**src/rtl/cpu_pkg.sv**
```systemverilog
// Shared processor-wide constants and types for the stream merge datapath.
package cpu_pkg;

  localparam int   DATA_W = 16;
  localparam logic SRC_A  = 1'b0;
  localparam logic SRC_B  = 1'b1;

  typedef enum logic {
    EMPTY = 1'b0,
    FULL  = 1'b1
  } q_state_e;

endpackage

```
**src/rtl/rr_arbiter2.sv**
```systemverilog
// Two-way round-robin arbiter: purely combinational, the last-grant history is held by the parent.
module rr_arbiter2
  import cpu_pkg::*;
(
  input  logic [1:0] req,
  input  logic       last_grant,
  input  logic       en,
  output logic [1:0] gnt
);

  always_comb begin
    gnt = 2'b00;
    if (en) begin
      unique case (req)
        2'b01:   gnt[SRC_A] = 1'b1;
        2'b10:   gnt[SRC_B] = 1'b1;
        // Contested slot goes to whichever source did not win last time.
        2'b11:   gnt = (last_grant == SRC_A) ? 2'b10 : 2'b01;
        default: gnt = 2'b00;
      endcase
    end
  end

endmodule

```
**src/rtl/mux2_stream_arbiter.sv**
```systemverilog
// Merges two valid/ready word streams into one through a single-entry output register,
// tagging each word with its source and arbitrating contested slots round-robin.
module mux2_stream_arbiter
  import cpu_pkg::*;
#(
  parameter int DATA_W = cpu_pkg::DATA_W
) (
  input  logic              clk,
  input  logic              rst,
  input  logic              a_valid,
  input  logic [DATA_W-1:0] a_data,
  output logic              a_ready,
  input  logic              b_valid,
  input  logic [DATA_W-1:0] b_data,
  output logic              b_ready,
  output logic              q_valid,
  output logic [DATA_W-1:0] q_data,
  output logic              q_sel,
  input  logic              q_ready
);

  q_state_e   state_q;
  q_state_e   state_d;
  logic       last_grant;
  logic       load_en;
  logic       accept;
  logic [1:0] gnt;

  assign q_valid = (state_q == FULL);
  assign load_en = !q_valid || q_ready;

  // Arbitration is suppressed during reset so no handshake can complete in that cycle.
  rr_arbiter2 u_arb (
    .req        ({b_valid, a_valid}),
    .last_grant (last_grant),
    .en         (load_en && !rst),
    .gnt        (gnt)
  );

  assign a_ready = gnt[SRC_A];
  assign b_ready = gnt[SRC_B];
  assign accept  = |gnt;

  always_comb begin
    state_d = state_q;
    unique case (state_q)
      EMPTY:   if (accept) state_d = FULL;
      FULL:    if (q_ready && !accept) state_d = EMPTY;
      default: state_d = EMPTY;
    endcase
  end

  // Output register stage: loads on accept, otherwise holds the current word.
  always_ff @(posedge clk) begin
    if (rst) begin
      state_q    <= EMPTY;
      last_grant <= SRC_B;
      q_data     <= '0;
      q_sel      <= SRC_A;
    end else begin
      state_q <= state_d;
      if (accept) begin
        last_grant <= gnt[SRC_B];
        q_sel      <= gnt[SRC_B];
        q_data     <= gnt[SRC_B] ? b_data : a_data;
      end
    end
  end

endmodule

```
**config.mk**
```make
export PLATFORM = sky130hd
export DESIGN_NAME = mux2_stream_arbiter
export DESIGN_NICKNAME = d
export VERILOG_FILES = /design/src/rtl/cpu_pkg.sv /design/src/rtl/rr_arbiter2.sv /design/src/rtl/mux2_stream_arbiter.sv
export SDC_FILE = /design/constraint.sdc
export NUM_CORES = 1
export LEC_CHECK = 0
export BUFFER_PORTS_ARGS = -buffer_cell sky130_fd_sc_hd__buf_2
export CORE_UTILIZATION = 42
export DETAILED_ROUTE_END_ITERATION = 6
export PLACE_DENSITY_LB_ADDON = 0.15
export SLEW_MARGIN = 5
export SYNTH_ARGS = -nofsm -noshare
export SYNTH_HDL_FRONTEND = slang
export SYNTH_HIERARCHICAL = 1
export SYNTH_SLANG_ARGS = --single-unit
export TNS_END_PERCENT = 20
```
**constraint.sdc**
```tcl
create_clock -name clk -period 4.3 [get_ports clk]
set_input_delay 0.215 -clock clk [delete_from_list [all_inputs] [get_ports clk]]
set_output_delay 0.215 -clock clk [all_outputs]
set_load 0.05 [all_outputs]
```
After elaboration in Yosys (flattened, before gate mapping)
Cells that the tools add are included.
{ "totals": {"output_inout_bits": 20, "wordCells": 23, "ff_bits": 19} }
{ "op_classes": {"muxes": 8, "n_eq_ne": 3, "bitwise_logic": 1, "n_reduce_logical": 7} }
{ "ops": {"columns": ["op", "count"], "rows": [
  ["$mux W16", 1],
  ["$pmux W1 S2", 3],
  ["$eq A2 B2 Y1 const B", 2],
  ["$mux W2", 2],
  ["$logic_not A1 Y1", 3],
  ["$eq A2 B1 Y1 const B", 1],
  ["$logic_and A1 B1 Y1", 2],
  ["$mux W1", 2],
  ["$reduce_or A2 Y1", 1],
  ["$logic_or A1 B1 Y1", 1],
  ["$not A1 Y1", 1]
]} }

Logic depth before layout (Yosys ltp)
Gate-level depths: netlist of the first run.
{ "logic_depth": {"ltp_word": 9, "mapped_depth": 8, "mapped_depth_nobuf": 6} }

Hierarchy
Netlist of the first run, hierarchy kept.
{ "by_module_without_submodules": {"columns": ["mod", "cells_per_inst", "seq_area_each_um2", "area_each_um2", "instances"], "rows": [
  ["mux2_stream_arbiter", 84, 380.4, 863.3, 1],
  ["rr_arbiter2", 5, 0.0, 21.3, 1]
]} }

Worst setup path before layout of the first run
No wires, ideal clock.
{ "synth_timing": {"kind": "register to register", "startpoint": "reg state_q (netlist: q_valid)", "endpoint": "reg q_data[0]", "t_arrival_ps": 2318, "slack_ps": 1848, "path_stages_with_launch": 9, "setup_ps": 134, "n_path_buf": 2, "path_cell_list": "dfxtp_1 > nand2b_1 > nor2b_1 > nand2_1 > a21oi_1 > buf_6 > buf_12 > mux2i_1 > a211oi_1"} }
{ "synth_between": {"elab_chain_len": 5, "elab_cells_between_ends": 6, "cone_classes": "mux (2); reduce/logical (4)"} }
{ "synth_lines": {"columns": ["element", "line_no", "source"], "rows": [
  ["from (decl)", "mux2_stream_arbiter.sv:22", "q_state_e state_q;"],
  ["from (signal assigned)", "mux2_stream_arbiter.sv:61", "state_q <= state_d;"],
  ["$logic_not A1 Y1", "mux2_stream_arbiter.sv:30", "assign load_en = !q_valid || q_ready;"],
  ["$logic_or A1 B1 Y1", "mux2_stream_arbiter.sv:30", null],
  ["$logic_and A1 B1 Y1", "mux2_stream_arbiter.sv:36", ".en (load_en && !rst),"],
  ["$mux W2", "rr_arbiter2.sv:13", "if (en) begin"],
  ["via a_ready", "mux2_stream_arbiter.sv:12", "output logic a_ready,"],
  ["$reduce_or A2 Y1", "mux2_stream_arbiter.sv:42", "assign accept = |gnt;"],
  ["to (signal assigned)", "mux2_stream_arbiter.sv:65", "q_data <= gnt[SRC_B] ? b_data : a_data;"],
  ["to (decl)", "mux2_stream_arbiter.sv:17", "output logic [DATA_W-1:0] q_data,"]
]} }
The timed path passes the listed nets, and every way through them passes these cells.
A chain may end at the register's enable or synchronous reset.

Final worst setup path of the first run
{ "layout_timing": {"startpoint": "reg state_q (netlist: q_valid)", "endpoint": "out b_ready"} }
{ "layout_between": {"elab_chain_len": 4} }
{ "layout_lines": {"columns": ["element", "line_no", "source"], "rows": [
  ["$logic_not A1 Y1", "mux2_stream_arbiter.sv:30", null],
  ["$logic_or A1 B1 Y1", "mux2_stream_arbiter.sv:30", null],
  ["$logic_and A1 B1 Y1", "mux2_stream_arbiter.sv:36", null],
  ["$mux W2", "rr_arbiter2.sv:13", null],
  ["to (decl)", "mux2_stream_arbiter.sv:15", "output logic b_ready,"]
]} }
Every way passes these cells.

==> impl_metrics.json, run 1 <==
{
  "outcome": "completed",
  "ys_ff_latch": 19,
  "first_global_vias": 641,
  "path_depth": 5,
  "vias": 819,
  "placed_area_mm2": 0.00116,
  "stdcell_count": 171,
  "hold_ws_ns": 0.209,
  "dp.cells": 167,
  "power_density_mw_per_mm2": 348,
  "worst-r2r-cell-count": 7,
  "synth_top_cell_area_share": 0.430,
  "tightest_slew_ns": 0.553,
  "rsz0062_at_grt": "false",
  "drt.antenna.violating_nets": 0,
  "worstSetupStartpointType": "register",
  "avgSynthCellArea_um2": 9.94,
  "first_pass_iters": 4,
  "area_delta_synth_final_pct": 34.5,
  "peakVddDrop_mv": 0.214,
  "n_antenna_cell": 0,
  "routedWlPerCell_um": 11.3,
  "grt_max_degree": 21,
  "core_mm2": 0.00196,
  "synth-edff-count": 0,
  "clock-sinks": 19,
  "end_kind": "output pin",
  "cts_tree": "yes",
  "start_util": 0.451,
  "postLayoutCoreUtil": 0.607,
  "path_delay_family": "compound AO/OA/AOI/OAI gates",
  "slew_viol_final": 0,
  "ys.flop_type": "dfxtp_1",
  "die_h_um": 47.9,
  "cts_buffers": 3,
  "antenna_found_initial": 0,
  "ys_warn_count": 6,
  "clkLatencyLatePin_ns": 0.29,
  "synth_nets": 126,
  "layout-drive-gt1-share": 0.438,
  "clockBufferDepth": 2,
  "hold_viol": 0,
  "synth_top_area_cell": "dfxtp_1",
  "worstPathCellList": "nand2b_1 -> nor2b_1 -> nand2_1 -> a21oi_1 -> buf_2",
  "worstPathArrival_ns": 1.74,
  "clkTransAtPathRegs_ns": 0.10,
  "wirelength_mm": 1.93,
  "cts_setup_buffers": 0,
  "p_leak_nw": 0.568,
  "dp_hpwl_mm": 1.39,
  "drc_errors": 0,
  "post-route-min-period_ns": 1.96,
  "cap_violations": 0,
  "synth.top_cells.by_count": "dfxtp_1, nor2b_1, a211oi_1, mux2i_1, a21oi_1",
  "setup_viol": 0,
  "syn_area_um2": 885,
  "cts-htree-levels": 1,
  "synth.most_common_cell": "dfxtp_1",
  "worstHoldPathCells": 3,
  "finalCritPeriodShare": 0.455,
  "async_reset_ff_frac": 0,
  "cts_resized": 0,
  "stdcell_area_mm2": 0.00119,
  "min_path_type": "in -> reg",
  "io_pins": 57,
  "cts_root_buffer": "clkbuf_4",
  "clock_skew_ns": 0.00236,
  "path_class": "reg -> out",
  "cts-hold-fix-buffers": 0,
  "drt_iter0_drc": 11,
  "slowest_delay_ns": 0.44,
  "viasPerCell": 4.79,
  "track_usage": 0.169,
  "die_width_um": 47.9,
  "nets": 182,
  "cp.required_ns": 4.09,
  "die_area_mm2": 0.00229,
  "cp_max_fo": 9,
  "grt_pass1_wl_mm": 2.67,
  "portBuffers": 56,
  "ys_types": 15,
  "ys_top_cells_by_area": "dfxtp_1, mux2i_1, a211oi_1",
  "gp_congestion": 0.645,
  "fin_setup_tns_ns": 0,
  "syn_inst": 89,
  "slew_headroom": 0.631,
  "rows": 16,
  "ys_seq_area_frac": 0.430,
  "crit_slowest_cell": "a21oi_1",
  "crit_buf_inv": 1,
  "fmax_mhz": 511,
  "gr-total-overflow": 0
}
==> sequential cells by signal, summed over array words and instances (netlist names) <==
| name | cells |
|---|---|
| last_grant | 1 |
| q_data | 16 |
| q_sel | 1 |
| q_valid | 1 |
==> stage by stage <==
stage / total power, mW / setup slack [ns]
after detailed placement: 0.331 / 2.40
after floorplan: 0.297 / 1.85
after global placement: 0.331 / 2.54
after global routing: 0.435 / 2.21
after CTS: 0.418 / 2.33
final: 0.414 / 2.34
==> layer usage <==
metal  wire length [um]  global-route usage  part of all wire
met1                902               0.218              0.47
met2                895               0.268              0.46
met3                110              0.0340             0.057
met4                 19              0.0833            0.0099
met5                  0                   0                 0
==> path summary, 6_finish.rpt <==
check	startpoint	end	slack, ns
worst min-delay path	b_data[6]	q_data[6]$_SDFFE_PP0P_	0.21
worst max-delay path	q_valid$_SDFF_PP0_	b_ready	2.34
worst min register to register	q_sel$_SDFFE_PP0P_	q_sel$_SDFFE_PP0P_	0.48
worst max register to register	q_valid$_SDFF_PP0_	q_data[7]$_SDFFE_PP0P_	2.47
==> area by class of cell <==
cell class | instances | area (um^2)
fill | 201 | 772
multi-input combinational | 60 | 443
sequential | 19 | 380
timing repair buffer | 58 | 295
tap | 27 | 33.8
clock buffer | 4 | 26.3
inverter | 3 | 11.3
==> cells in the final DEF (no fill, tap or decap), drive strengths merged <==
| master | count |
|---|---|
| dfxtp | 19 |
| nor2b | 17 |
| a21oi | 4 |
| inv | 3 |
| nor2 | 2 |
| clkbuf | 4 |
| nand2 | 2 |
| buf | 58 |
| o21ai | 1 |
| a211oi | 16 |
| mux2i | 16 |
| nand2b | 2 |
==> cell families after synthesis <==
kind of cell,Yosys count,share of synthesized area
buffers and inverters,10,0.0735
and+or+nand+nor,23,0.151
AOI/OAI and AO/OA,21,0.164
DFF,19,0.430
muxes,16,0.181
==> power breakdown <==
group          switching [mW]  internal (mW)  leakage (nW)
Combinational          0.0862         0.0427         0.396
Sequential            0.00706          0.191         0.157
Clock                  0.0513         0.0360        0.0150
Total                   0.145          0.270         0.568
==> worst register-to-register path, stage by stage (launching register included) <==
cell and delay [ns]:
dfxtp_1 0.33, nand2b_1 0.08, nor2b_1 0.17, nand2_1 0.07, a21oi_1 0.44, buf_4 0.27
inv_2 0.14, a211oi_1 0.25
Note: power is estimated with default switching activity, not from simulation.
==> run 2: changes to the inputs <==
- CORE_UTILIZATION: 42 -> 37
- clock period: 4.3 -> 1.56 ns (I/O delays scaled with it)
==> impl_metrics.json, run 2 (synthesis gave the netlist of run 1 again) <==
{
  "hold_viol": 0,
  "die_h_um": 50.9,
  "routedWlPerCell_um": 11.7,
  "cts_tree": "yes",
  "dp_hpwl_mm": 1.61,
  "vias": 862,
  "die_width_um": 50.9,
  "rsz0062_at_grt": "false",
  "grt_pass1_wl_mm": 3.49,
  "finalCritPeriodShare": 0.944,
  "viasPerCell": 4.87,
  "track_usage": 0.181,
  "clock-sinks": 19,
  "gp_congestion": 0.651,
  "p_total_mw": 1.19,
  "peakVddDrop_mv": 0.444,
  "end_kind": "output pin",
  "slew_viol_final": 0,
  "layout-drive-gt1-share": 0.497,
  "min_path_type": "in -> reg",
  "antenna_found_initial": 0,
  "core_mm2": 0.00223,
  "path_class": "reg -> out",
  "wirelength_mm": 2.07,
  "final_common_cell": "buf_2",
  "fmax_mhz": 679,
  "drt_iter0_drc": 7,
  "drc_errors": 0,
  "post-route-min-period_ns": 1.47,
  "tightest_slew_ns": 0.258,
  "worstSetupStartpointType": "register",
  "portBuffers": 56,
  "start_util": 0.396,
  "cts-hold-fix-buffers": 0,
  "power_density_mw_per_mm2": 910,
  "cp_max_fo": 5,
  "cap_violations": 0,
  "largest_register_ffs": 16,
  "cp.required_ns": 1.48,
  "final_cell_mix": "buf_2, dfxtp_1, mux2i_1, nor2b_1, a211oi_1",
  "cts_root_buffer": "clkbuf_4",
  "io_pins": 57,
  "p_leak_nw": 0.623,
  "clkTransAtPathRegs_ns": 0.11,
  "first_pass_iters": 3,
  "first_global_vias": 825,
  "gr-total-overflow": 0,
  "setup_viol": 0,
  "top_register": "q_data",
  "grt_max_degree": 20,
  "clockBufferDepth": 2,
  "outcome": "completed",
  "die_area_mm2": 0.00259,
  "cts_buffers": 3,
  "n_antenna_cell": 0,
  "nets": 187,
  "postLayoutCoreUtil": 0.584,
  "cts-htree-levels": 1,
  "clock_skew_ns": 0.00532,
  "drt.antenna.violating_nets": 0,
  "slew_headroom": 0.829,
  "worstPathArrival_ns": 1.39,
  "rows": 17,
  "area_delta_synth_final_pct": 47.5,
  "clkLatencyLatePin_ns": 0.29
}
-- run 2: changes by cell type in the layout (fill, tap and decap cells not counted), moves of 2 or more --
cell     previous run  this run
buf_4               2         5
buf_2              56        54
a21oi_4             0         2
buf_6               0         2
-- run 2: through the flow --
step                cell area (um^2)  std cells  TNS (ns)  hold WS [ns]  worst slack [ns]
global placement                1230        171         0         0.368             0.190
global route                    1310        177         0        0.0624           0.00480
detailed placement              1230        171         0         0.377             0.102
CTS                             1270        175         0        0.0604        0.00000655
floorplan                        927         89     -2.51         0.256            -0.202
finish                          1310        177         0        0.0508            0.0881
-- run 2: final timing paths --
kind                            slack (ns)                       to               start  depth (start not counted)
worst max-delay path                  0.09                  a_ready  q_valid$_SDFF_PP0_                          6
worst min register to register        0.48       q_sel$_SDFFE_PP0P_  q_sel$_SDFFE_PP0P_                          2
worst max register to register        0.14  q_data[10]$_SDFFE_PP0P_  q_valid$_SDFF_PP0_                          8
worst min-delay path                  0.05       q_valid$_SDFF_PP0_             q_ready                          3
-- run 2: area by class of cell --
class | instances | area (um^2)
Clock buffer | 3 | 22.5
Tap cell | 28 | 35.0
Inverter | 3 | 13.8
Timing Repair Buffer | 63 | 365
Multi-Input combinational cell | 60 | 479
Fill cell | 219 | 928
Sequential cell | 19 | 384
Clock inverter | 1 | 5.00
-- run 2: metal layers --
metal | up-vias | GRT usage | part of all wire
li1 | 432 | - | -
met1 | 398 | 0.211 | 0.41
met2 | 30 | 0.320 | 0.52
met3 | 2 | 0.0387 | 0.061
met4 | 0 | 0.0694 | 0.0077
met5 | - | 0 | 0
-- run 2: worst max-delay path, cell delays in order (launching register included) --
cell,delay [ns]
dfxtp_4,0.36
nand2b_4,0.06
nor2b_4,0.14
nand2_2,0.07
a21oi_4,0.16
buf_6,0.16
buf_8,0.14
-- run 2: power by group --
part | switching (mW) | internal [mW] | total, mW
clock | 0.155 | 0.0953 | 0.250
combinational | 0.247 | 0.142 | 0.389
sequential | 0.0220 | 0.526 | 0.548
-- run 2: timing repair --
item,in CTS,in global routing
buffers inserted,0,2
setup endpoints to repair,2,16
resized for setup,4,5
cloned,0,0
hold endpoints to repair,0,0
==> run 3: changes to the inputs <==
- PLACE_DENSITY: unset -> 0.7
- PLACE_DENSITY_LB_ADDON: 0.15 -> unset
==> impl_metrics.json, run 3 (synthesis gave the netlist of run 1 again) <==
{
  "core_mm2": 0.00223,
  "cts_buffers": 3,
  "drc_errors": 0,
  "cp_max_fo": 4,
  "worstSetupStartpointType": "register",
  "clkTransAtPathRegs_ns": 0.10,
  "slew_viol_final": 0,
  "slowest_delay_ns": 0.36,
  "clkLatencyLatePin_ns": 0.29,
  "cts-htree-levels": 1,
  "clock_skew_ns": 0.00269,
  "combPwrFrac": 0.337,
  "power.switching_mw": 0.423,
  "first_global_vias": 848,
  "wirelength_mm": 2.22,
  "hold_viol": 0,
  "power_density_mw_per_mm2": 896,
  "p_seq_frac": 0.457,
  "dp_hpwl_mm": 1.62,
  "p_leak_nw": 0.638,
  "drt_iter0_drc": 6,
  "start_util": 0.396,
  "stdcell_count": 180,
  "die_width_um": 50.9,
  "largest_register_ffs": 16,
  "startpoint": "q_valid$_SDFF_PP0_",
  "first_pass_iters": 3,
  "finalCritPeriodShare": 0.959,
  "post-route-min-period_ns": 1.50,
  "grt_pass1_wl_mm": 3.70,
  "hold_ws_ns": 0.0636,
  "drt.antenna.violating_nets": 0,
  "intPower_mw": 0.778,
  "cp.required_ns": 1.74,
  "gr-total-overflow": 0,
  "final_common_cell": "buf_2",
  "cap_violations": 0,
  "rows": 17,
  "die_h_um": 50.9,
  "rsz0062_at_grt": "true",
  "area_delta_synth_final_pct": 51.5,
  "setup_slack_ns": 0.0640,
  "worst-r2r-cell-count": 8,
  "n_antenna_cell": 0,
  "dp.cells": 171,
  "antenna_found_initial": 0,
  "die_area_mm2": 0.00259,
  "final_cell_mix": "buf_2, dfxtp_1, nor2b_1, mux2i_1, a211oi_1",
  "track_usage": 0.191,
  "r2r_start": "q_valid$_SDFF_PP0_",
  "clockBufferDepth": 2,
  "slew_headroom": 0.806,
  "grt_max_degree": 20,
  "outcome": "completed",
  "end_kind": "register",
  "peakVddDrop_mv": 0.527,
  "pwr-share-clk": 0.205,
  "p_total_mw": 1.20,
  "fmax_mhz": 668,
  "worstPathCellList": "nand2b_4 -> nor2b_4 -> nand2_2 -> a21oi_4 -> buf_12 -> buf_4 -> mux2i_2 -> a211oi_2",
  "min_path_type": "in -> reg",
  "setup_viol": 0,
  "gp_congestion": 0.740,
  "cts_tree": "yes",
  "worstReg2RegEnd": "q_data[7]$_SDFFE_PP0P_",
  "endpoint": "q_data[7]$_SDFFE_PP0P_",
  "path_class": "reg -> reg",
  "post-place-ws_ns": 0.0664,
  "top_register": "q_data",
  "cts_root_buffer": "clkbuf_4",
  "tightest_slew_ns": 0.290,
  "routedWlPerCell_um": 12.3,
  "postLayoutCoreUtil": 0.600,
  "layout-drive-gt1-share": 0.520,
  "portBuffers": 56,
  "worstPathArrival_ns": 1.67,
  "crit_slowest_cell": "dfxtp_4",
  "io_pins": 57,
  "p_sw_frac": 0.352,
  "r2r_slack_ns": 0.06,
  "vias": 870,
  "nets": 190,
  "clock-sinks": 19,
  "viasPerCell": 4.83
}
run 3: repair_timing:
item / in CTS / in global routing
resized for setup: 5 / 3
setup endpoints to repair: 2 / 18
pin swaps: 0 / 1
setup buffers: 3 / 2
hold buffers: 0 / 0
run 3: through the flow:
step           instance area, um^2  TNS (ns)
3_5_place_dp                  1230         0
3_3_place_gp                  1230         0
6_report                      1340         0
2_1_floorplan                  927     -2.51
4_1_cts                       1310         0
5_1_grt                       1340   -0.0892
run 3: power by group through the flow:
stage | registers, mW | logic (mW) | clock network, mW
finish | 0.549 | 0.405 | 0.246
global route | 0.554 | 0.432 | 0.278
CTS | 0.547 | 0.398 | 0.264
detailed placement | 0.558 | 0.380 | 0
global placement | 0.556 | 0.376 | 0
floorplan | 0.695 | 0.135 | 0
run 3: area by class of cell:
| class | count | area [um^2] |
|---|---|---|
| multi-input cells | 60 | 490 |
| clock buffers | 4 | 26.3 |
| well taps | 28 | 35.0 |
| fillers | 219 | 893 |
| repair buffers | 66 | 393 |
| inverters | 3 | 11.3 |
| flip-flops and latches | 19 | 384 |
run 3: routing by layer:
layer / GRT usage / routed length, um / vias to the layer above
li1: - / - / 436
met1: 0.231 / 1010 / 397
met2: 0.324 / 1060 / 35
met3: 0.0387 / 137 / 2
met4: 0.0833 / 8 / 0
met5: 0 / 0 / -
run 3: worst max-delay path: cells and delay by family, from the launching register on:
kind / cells / cell delay, ns
flip-flops: 1 / 0.36
multiplexers: 1 / 0.22
AO/OA/AOI/OAI: 2 / 0.25
AND/OR/NAND/NOR: 3 / 0.28
buffers and inverters: 2 / 0.26
run 3: worst min-delay path by stage:
stage / to / slack (ns) / from / cells after the start
2_1_floorplan: a_ready / 0.26 / b_valid / 1
3_3_place_gp: q_valid$_SDFF_PP0_ / 0.37 / q_ready / 3
3_5_place_dp: q_data[9]$_SDFFE_PP0P_ / 0.39 / b_data[9] / 3
4_1_cts: q_data[9]$_SDFFE_PP0P_ / 0.05 / b_data[9] / 3
5_1_grt: q_valid$_SDFF_PP0_ / 0.05 / q_ready / 3
6_report: q_valid$_SDFF_PP0_ / 0.06 / q_ready / 3
